[src/rtl/spi_reg_pkg.sv]
// Shared widths, command-byte layout, FSM encoding and the debug view of the
// SPI register bridge.
package spi_reg_pkg;

  localparam int REGNUM_W      = 7;
  localparam int DATA_W        = 8;
  localparam int CNT_W         = 3;
  localparam int CMD_WRITE_BIT = 7;

  typedef enum logic [1:0] {
    IDLE = 2'd0,
    ADDR = 2'd1,
    WR   = 2'd2,
    RD   = 2'd3
  } spi_state_e;

  // Observation bundle: FSM state, bit counter and the synchronised pin view.
  typedef struct packed {
    spi_state_e       state;
    logic [CNT_W-1:0] bit_cnt;
    logic             ss_s;
    logic             sclk_s;
    logic             frame_end;
  } spi_dbg_t;

endpackage

[src/rtl/spi_sync_edge.sv]
// Multi-flop synchroniser for an asynchronous pin plus single-cycle rise/fall
// pulses derived from the synchronised level. STAGES must be at least 2.
module spi_sync_edge #(
  parameter int   STAGES    = 2,
  parameter logic RESET_VAL = 1'b0
) (
  input  logic clk,
  input  logic rst,
  input  logic d_i,
  output logic level_o,
  output logic rise_o,
  output logic fall_o
);

  logic [STAGES-1:0] sync_q;
  logic              prev_q;

  // Shift the pin through the synchroniser and remember the last settled level.
  always_ff @(posedge clk or posedge rst) begin
    if (rst) begin
      sync_q <= {STAGES{RESET_VAL}};
      prev_q <= RESET_VAL;
    end else begin
      sync_q <= {sync_q[STAGES-2:0], d_i};
      prev_q <= sync_q[STAGES-1];
    end
  end

  assign level_o = sync_q[STAGES-1];
  assign rise_o  = sync_q[STAGES-1] & ~prev_q;
  assign fall_o  = ~sync_q[STAGES-1] & prev_q;

endmodule

[src/rtl/spi_reg_bridge.sv]
// SPI mode-0 slave that turns serial command/data bytes into single-cycle
// register-file strobes in the clk domain. sclk is only ever oversampled.
//
// Downstream strobe semantics: write is high for exactly one clk while
// regnum/regdata_write hold the target and data; read is high for exactly one
// clk while regdata_read (for the current regnum) is being captured for
// transmission. There is no back-pressure: the register file must accept
// every strobe in the cycle it is issued.
module spi_reg_bridge
  import spi_reg_pkg::*;
#(
  parameter int SYNC_STAGES = 2,
  parameter bit AUTO_INC    = 1'b1
) (
  input  logic                clk,
  input  logic                rst,
  input  logic                ss,
  input  logic                sclk,
  input  logic                mosi,
  output logic                miso,
  output logic [REGNUM_W-1:0] regnum,
  input  logic [DATA_W-1:0]   regdata_read,
  output logic [DATA_W-1:0]   regdata_write,
  output logic                read,
  output logic                write,
  output spi_dbg_t            dbg
);

  logic ss_s, ss_rise, ss_fall;
  logic sclk_s, sclk_rise, sclk_fall;
  logic mosi_s;
  logic [SYNC_STAGES-1:0] mosi_sync_q;

  spi_state_e          state_q, state_d;
  logic [CNT_W-1:0]    cnt_q, cnt_d;
  logic [DATA_W-2:0]   rx_q, rx_d;
  logic [DATA_W-1:0]   rx_byte;
  logic [DATA_W-1:0]   tx_q, tx_d;
  logic [DATA_W-1:0]   wdata_q, wdata_d;
  logic [REGNUM_W-1:0] regnum_q, regnum_d;
  logic                write_q, write_d;
  logic                load1_q, load1_d;
  logic                load2_q, load2_d;

  // ss idles high, so its synchroniser resets high to avoid a false frame start.
  spi_sync_edge #(.STAGES(SYNC_STAGES), .RESET_VAL(1'b1)) u_ss_sync (
    .clk     (clk),
    .rst     (rst),
    .d_i     (ss),
    .level_o (ss_s),
    .rise_o  (ss_rise),
    .fall_o  (ss_fall)
  );

  spi_sync_edge #(.STAGES(SYNC_STAGES), .RESET_VAL(1'b0)) u_sclk_sync (
    .clk     (clk),
    .rst     (rst),
    .d_i     (sclk),
    .level_o (sclk_s),
    .rise_o  (sclk_rise),
    .fall_o  (sclk_fall)
  );

  // mosi uses the same depth as sclk so it is sampled at the detected rise.
  always_ff @(posedge clk or posedge rst) begin
    if (rst) begin
      mosi_sync_q <= '0;
    end else begin
      mosi_sync_q <= {mosi_sync_q[SYNC_STAGES-2:0], mosi};
    end
  end

  assign mosi_s = mosi_sync_q[SYNC_STAGES-1];

  // State and datapath registers.
  always_ff @(posedge clk or posedge rst) begin
    if (rst) begin
      state_q  <= IDLE;
      cnt_q    <= '0;
      rx_q     <= '0;
      tx_q     <= '0;
      wdata_q  <= '0;
      regnum_q <= '0;
      write_q  <= 1'b0;
      load1_q  <= 1'b0;
      load2_q  <= 1'b0;
    end else begin
      state_q  <= state_d;
      cnt_q    <= cnt_d;
      rx_q     <= rx_d;
      tx_q     <= tx_d;
      wdata_q  <= wdata_d;
      regnum_q <= regnum_d;
      write_q  <= write_d;
      load1_q  <= load1_d;
      load2_q  <= load2_d;
    end
  end

  // Next-state: byte assembly, command decode, strobes and the tx pipeline.
  // A read load is two clks behind byte completion: load1 lets regnum settle,
  // load2 is the capture cycle (and the read strobe).
  always_comb begin
    state_d  = state_q;
    cnt_d    = cnt_q;
    rx_d     = rx_q;
    tx_d     = tx_q;
    wdata_d  = wdata_q;
    regnum_d = regnum_q;
    write_d  = 1'b0;
    load1_d  = 1'b0;
    load2_d  = 1'b0;
    rx_byte  = {rx_q, mosi_s};

    // Post-write auto-increment happens even if ss rises right after the byte.
    if (AUTO_INC && write_q) begin
      regnum_d = regnum_q + REGNUM_W'(1);
    end

    if (ss_s) begin
      // Deselected (also wins over a byte completing in the same clk):
      // drop any partial byte and any pending read load.
      state_d = IDLE;
      cnt_d   = '0;
      rx_d    = '0;
      tx_d    = '0;
    end else if (state_q == IDLE) begin
      if (ss_fall) begin
        state_d = ADDR;
        cnt_d   = '0;
        rx_d    = '0;
        tx_d    = '0;
      end
    end else begin
      load2_d = load1_q;
      if (load2_q) begin
        tx_d = regdata_read;
      end else if (sclk_fall && (cnt_q != '0)) begin
        tx_d = {tx_q[DATA_W-2:0], 1'b0};
      end

      if (sclk_rise) begin
        rx_d  = rx_byte[DATA_W-2:0];
        cnt_d = cnt_q + CNT_W'(1);
        if (cnt_q == '1) begin
          unique case (state_q)
            ADDR: begin
              regnum_d = rx_byte[REGNUM_W-1:0];
              if (rx_byte[CMD_WRITE_BIT]) begin
                state_d = WR;
              end else begin
                state_d = RD;
                load1_d = 1'b1;
              end
            end
            WR: begin
              wdata_d = rx_byte;
              write_d = 1'b1;
            end
            RD: begin
              if (AUTO_INC) begin
                regnum_d = regnum_q + REGNUM_W'(1);
              end
              load1_d = 1'b1;
            end
            default: begin
            end
          endcase
        end
      end
    end
  end

  assign miso          = (state_q == RD) ? tx_q[DATA_W-1] : 1'b0;
  assign regnum        = regnum_q;
  assign regdata_write = wdata_q;
  assign write         = write_q;
  assign read          = load2_q;

  assign dbg = '{state: state_q, bit_cnt: cnt_q, ss_s: ss_s, sclk_s: sclk_s,
                 frame_end: ss_rise};

endmodule

[config.mk]
export PLATFORM = sky130hd
export DESIGN_NAME = spi_reg_bridge
export DESIGN_NICKNAME = d
export VERILOG_FILES = /design/src/rtl/spi_reg_pkg.sv /design/src/rtl/spi_sync_edge.sv /design/src/rtl/spi_reg_bridge.sv
export SDC_FILE = /design/constraint.sdc
export NUM_CORES = 1
export LEC_CHECK = 0
export CAP_MARGIN = 20
export CELL_PAD_IN_SITES_DETAIL_PLACEMENT = 0
export CELL_PAD_IN_SITES_GLOBAL_PLACEMENT = 1
export CORE_MARGIN = 1.5
export CORE_UTILIZATION = 32
export CTS_CLUSTER_DIAMETER = 80
export DETAILED_ROUTE_END_ITERATION = 6
export PLACE_DENSITY_LB_ADDON = 0.1
export SLEW_MARGIN = 20
export SYNTH_ARGS = -nofsm -noshare
export SYNTH_HDL_FRONTEND = slang
export SYNTH_SLANG_ARGS = --single-unit
[constraint.sdc]
create_clock -name clk -period 2.6 [get_ports clk]
set_input_delay 0.26 -clock clk [delete_from_list [all_inputs] [get_ports clk]]
set_output_delay 0.26 -clock clk [all_outputs]
set_load 0.005 [all_outputs]
==> metrics <==
worst endpoint required time roughly 2.8 ns; P_int about 1.1 mW; row cnt 29; Placed Cells 290; crit path cell chain ha_1 > ha_1 > nand4b_2 > nor2_2 > mux2_2 > a311oi_1; initial antenna violation count 0; Reg power frac 0.542; top cells by area, synth dfrtp_1 50%, mux2_2 8.9%, dfstp_2 3.7%; power share of the combinational group 0.070; worst reg-to-reg setup slack around 0.35 ns; max-cap viol count 0; I/O Buffers 38; Starting Density 0.335; R2R cell count 6; GPL Wtd Cong 0.801; slew margin rel. 0.515; Die Area slightly above 7000 um2; Syn Inst Count around 180; Global Route Usage Sum 0.145; drt first-iter violations 74; Mean Syn Cell Area 11.8 um2; # resized after CTS 0; EDFF count, synth 0; actual slew at the worst max-slew pin between 0.7 and 0.8 ns; Non-Filler Instances 298; Die Height between 80 and 90 um; top layer in use met4; drt first pass iters 6; sw power roughly 0.31 mW; slowest stage cell, crit path dfrtp_1; total negative setup slack 0 ns; Overflow after GRT 0; Yosys warnings 0; Final Hold Vio Count 0; Top Ports 39; share of the synthesized area in the top cell type 0.499; DP HPWL ~3300 um; CP peak stage delay a little over 0.4 ns; library cells used by synthesis 45; ANT nets after route 0; Met1 Wirelength 2320 um; PnR worst setup slack roughly 0.35 ns; Synth Net Count 200; final design utilization 0.420; layout cells sized above 1 0.190; hold_buf cts 0; Worst R2R Start cnt_q[1]$_DFFE_PP0P_; wire per inst ~16 um; switch share 0.229; final period utilization 0.866; sequential-to-total area share from yosys stat 0.536; postcts setup bufs 0; power consumption approximately 1.4 mW; nets@finish about 240; CORE AREA 6420 um2; Setup violations, final 0; element type at the critical path end flop; Routed Wire Length around 4800 um; reg-to-reg critical path endpoint regnum[4]$_DFF_PP0_; H-Tree Depth 2; synthesis-to-finish area growth 25.2%; vias in the first global route 1611; Max Slew Vio Count 0; met2 WL 2200 um; crit start category flop; CTS Buf Count 5; clock root cell clkbuf_8; ys async rst share 1.00; worst-skew pair later-pin latency about 0.3 ns; pre-CTS WS around 0.36 ns; post-layout minimum cycle time 2.25 ns; mapped cell area 2150 um2; Synth Flop Type dfrtp_1; drt drc 5; maximum vdd drop about 250 uV; wire length on met3 between 150 and 200 um; via/cell ratio ~5.2; Most common cell on crit path ha_1; TritonCTS Sinks 46; Hold Path Class in -> async; Arr. time, crit path around 2.4 ns; vias around 1600; Clk pwr share 0.388; pwr dens approximately 500 nW/um2; CTS tree yes; first-pass GRT wire length 8360 um; Area after DPL around 2600 um2; skew final between 0.003 and 0.004 ns; Die Wd ~85 um; kind of critical path reg -> reg; Synth Register Bits 46; status finished, violations left; fmax around 440 MHz; Crit Path Max Fanout 8; unrepaired setup endpoints after global routing false; maximum buffer depth of the clock tree 2; clk slew on worst S/H paths 0.09 ns; Final Cell Area approximately 2700 um2; failing checks DRC; Hold WS approximately 0.35 ns; antenna cell count 0; most area-hungry cell type in the Yosys netlist dfrtp_1; largest net degree at the start of global routing 30; Leak between 1 and 1.5 nW
## state kept, by name (all words and copies together) (netlist names)
signal / count
u_sclk_sync.prev_q: 1
write: 1
read: 1
cnt_q: 3
state_q: 2
mosi_sync_q: 2
tx_q: 8
load1_q: 1
u_ss_sync.prev_q: 1
u_sclk_sync.sync_q: 2
rx_q: 7
regnum: 7
regdata_write: 8
u_ss_sync.sync_q: 2
## cell type report
cell class	count	area (um2)
clock buffers	5	68.8
repair buffers	41	403
fillers	632	3720
multi-input cells	116	897
flip-flops and latches	46	1150
clock inverters	3	40.0
well taps	77	96.3
inverters	10	37.5
## synth_stat cells, types with 2 or more instances
library cell	count
a21oi_1	8
a22o_1	9
a31oi_1	2
and3_1	4
buf_2	4
buf_4	3
clkbuf_1	3
dfrtp_1	43
dfstp_2	3
ha_1	4
inv_1	10
mux2_2	17
mux2i_1	7
nand2_1	4
nand2b_1	2
nand3_1	4
nand4_1	2
nor2_1	14
nor2_2	2
nor2b_1	2
nor3_1	3
o211ai_1	2
o21ai_0	2
o2bb2ai_1	2
o32ai_1	2
or3_1	2
xnor2_1	5
## cells by family after synthesis
logic type	synth area share
XOR/XNOR	0.0203
multiplexers	0.121
AO/OA/AOI/OAI	0.132
flip-flops	0.536
AND/OR/NAND/NOR	0.120
buffers and inverters	0.0476
adder cells (fa/ha/maj)	0.0232
## cells in the final DEF, fill, tap and decap left out, types with 3 or more instances in the layout
master	count
mux2i_1	7
dfstp_2	3
nand3_1	4
and3_1	4
nand2_1	4
a22o_1	9
a21oi_1	8
inv_1	9
mux2_2	17
nor3_1	3
xnor2_1	5
clkdlybuf4s50_1	38
ha_1	4
dfrtp_1	43
nor2_1	14
buf_4	3
clkbuf_8	5
## power by group through the flow
stage	logic [mW]	clock network (mW)	registers (mW)
2_1_floorplan	0.0655	0	0.749
3_3_place_gp	0.0970	0	0.758
3_5_place_dp	0.0977	0	0.759
4_1_cts	0.0986	0.551	0.745
5_1_grt	0.107	0.585	0.748
6_report	0.0959	0.532	0.745
## worst max-delay path, delay by kind of cell (launching register included)
family,cells,cell delay (ns)
fa+ha+maj,2,0.40
mux,1,0.41
simple gates,2,0.62
compound gates,1,0.30
flops,1,0.41
## routing by layer
| metal | up-vias | global-route usage |
|---|---|---|
| li1 | 726 | - |
| met3 | 5 | 0.0253 |
| met1 | 781 | 0.210 |
| met5 | - | 0 |
| met4 | 0 | 0.0566 |
| met2 | 39 | 0.216 |
## how the worst max path moves through the flow
stage | startpoint | to | slack, ns | depth (start not counted)
final | cnt_q[1]$_DFFE_PP0P_ | regnum[4]$_DFF_PP0_ | 0.35 | 6
after global routing | cnt_q[1]$_DFFE_PP0P_ | regnum[4]$_DFF_PP0_ | 0.19 | 6
after CTS | cnt_q[1]$_DFFE_PP0P_ | regnum[4]$_DFF_PP0_ | 0.36 | 6
after detailed placement | cnt_q[1]$_DFFE_PP0P_ | regnum[4]$_DFF_PP0_ | 0.36 | 6
after global placement | cnt_q[1]$_DFFE_PP0P_ | regnum[4]$_DFF_PP0_ | 0.54 | 6
after floorplan | cnt_q[1]$_DFFE_PP0P_ | regnum[4]$_DFF_PP0_ | 0.70 | 6
No activity file was read; power rests on OpenSTA's default activity.
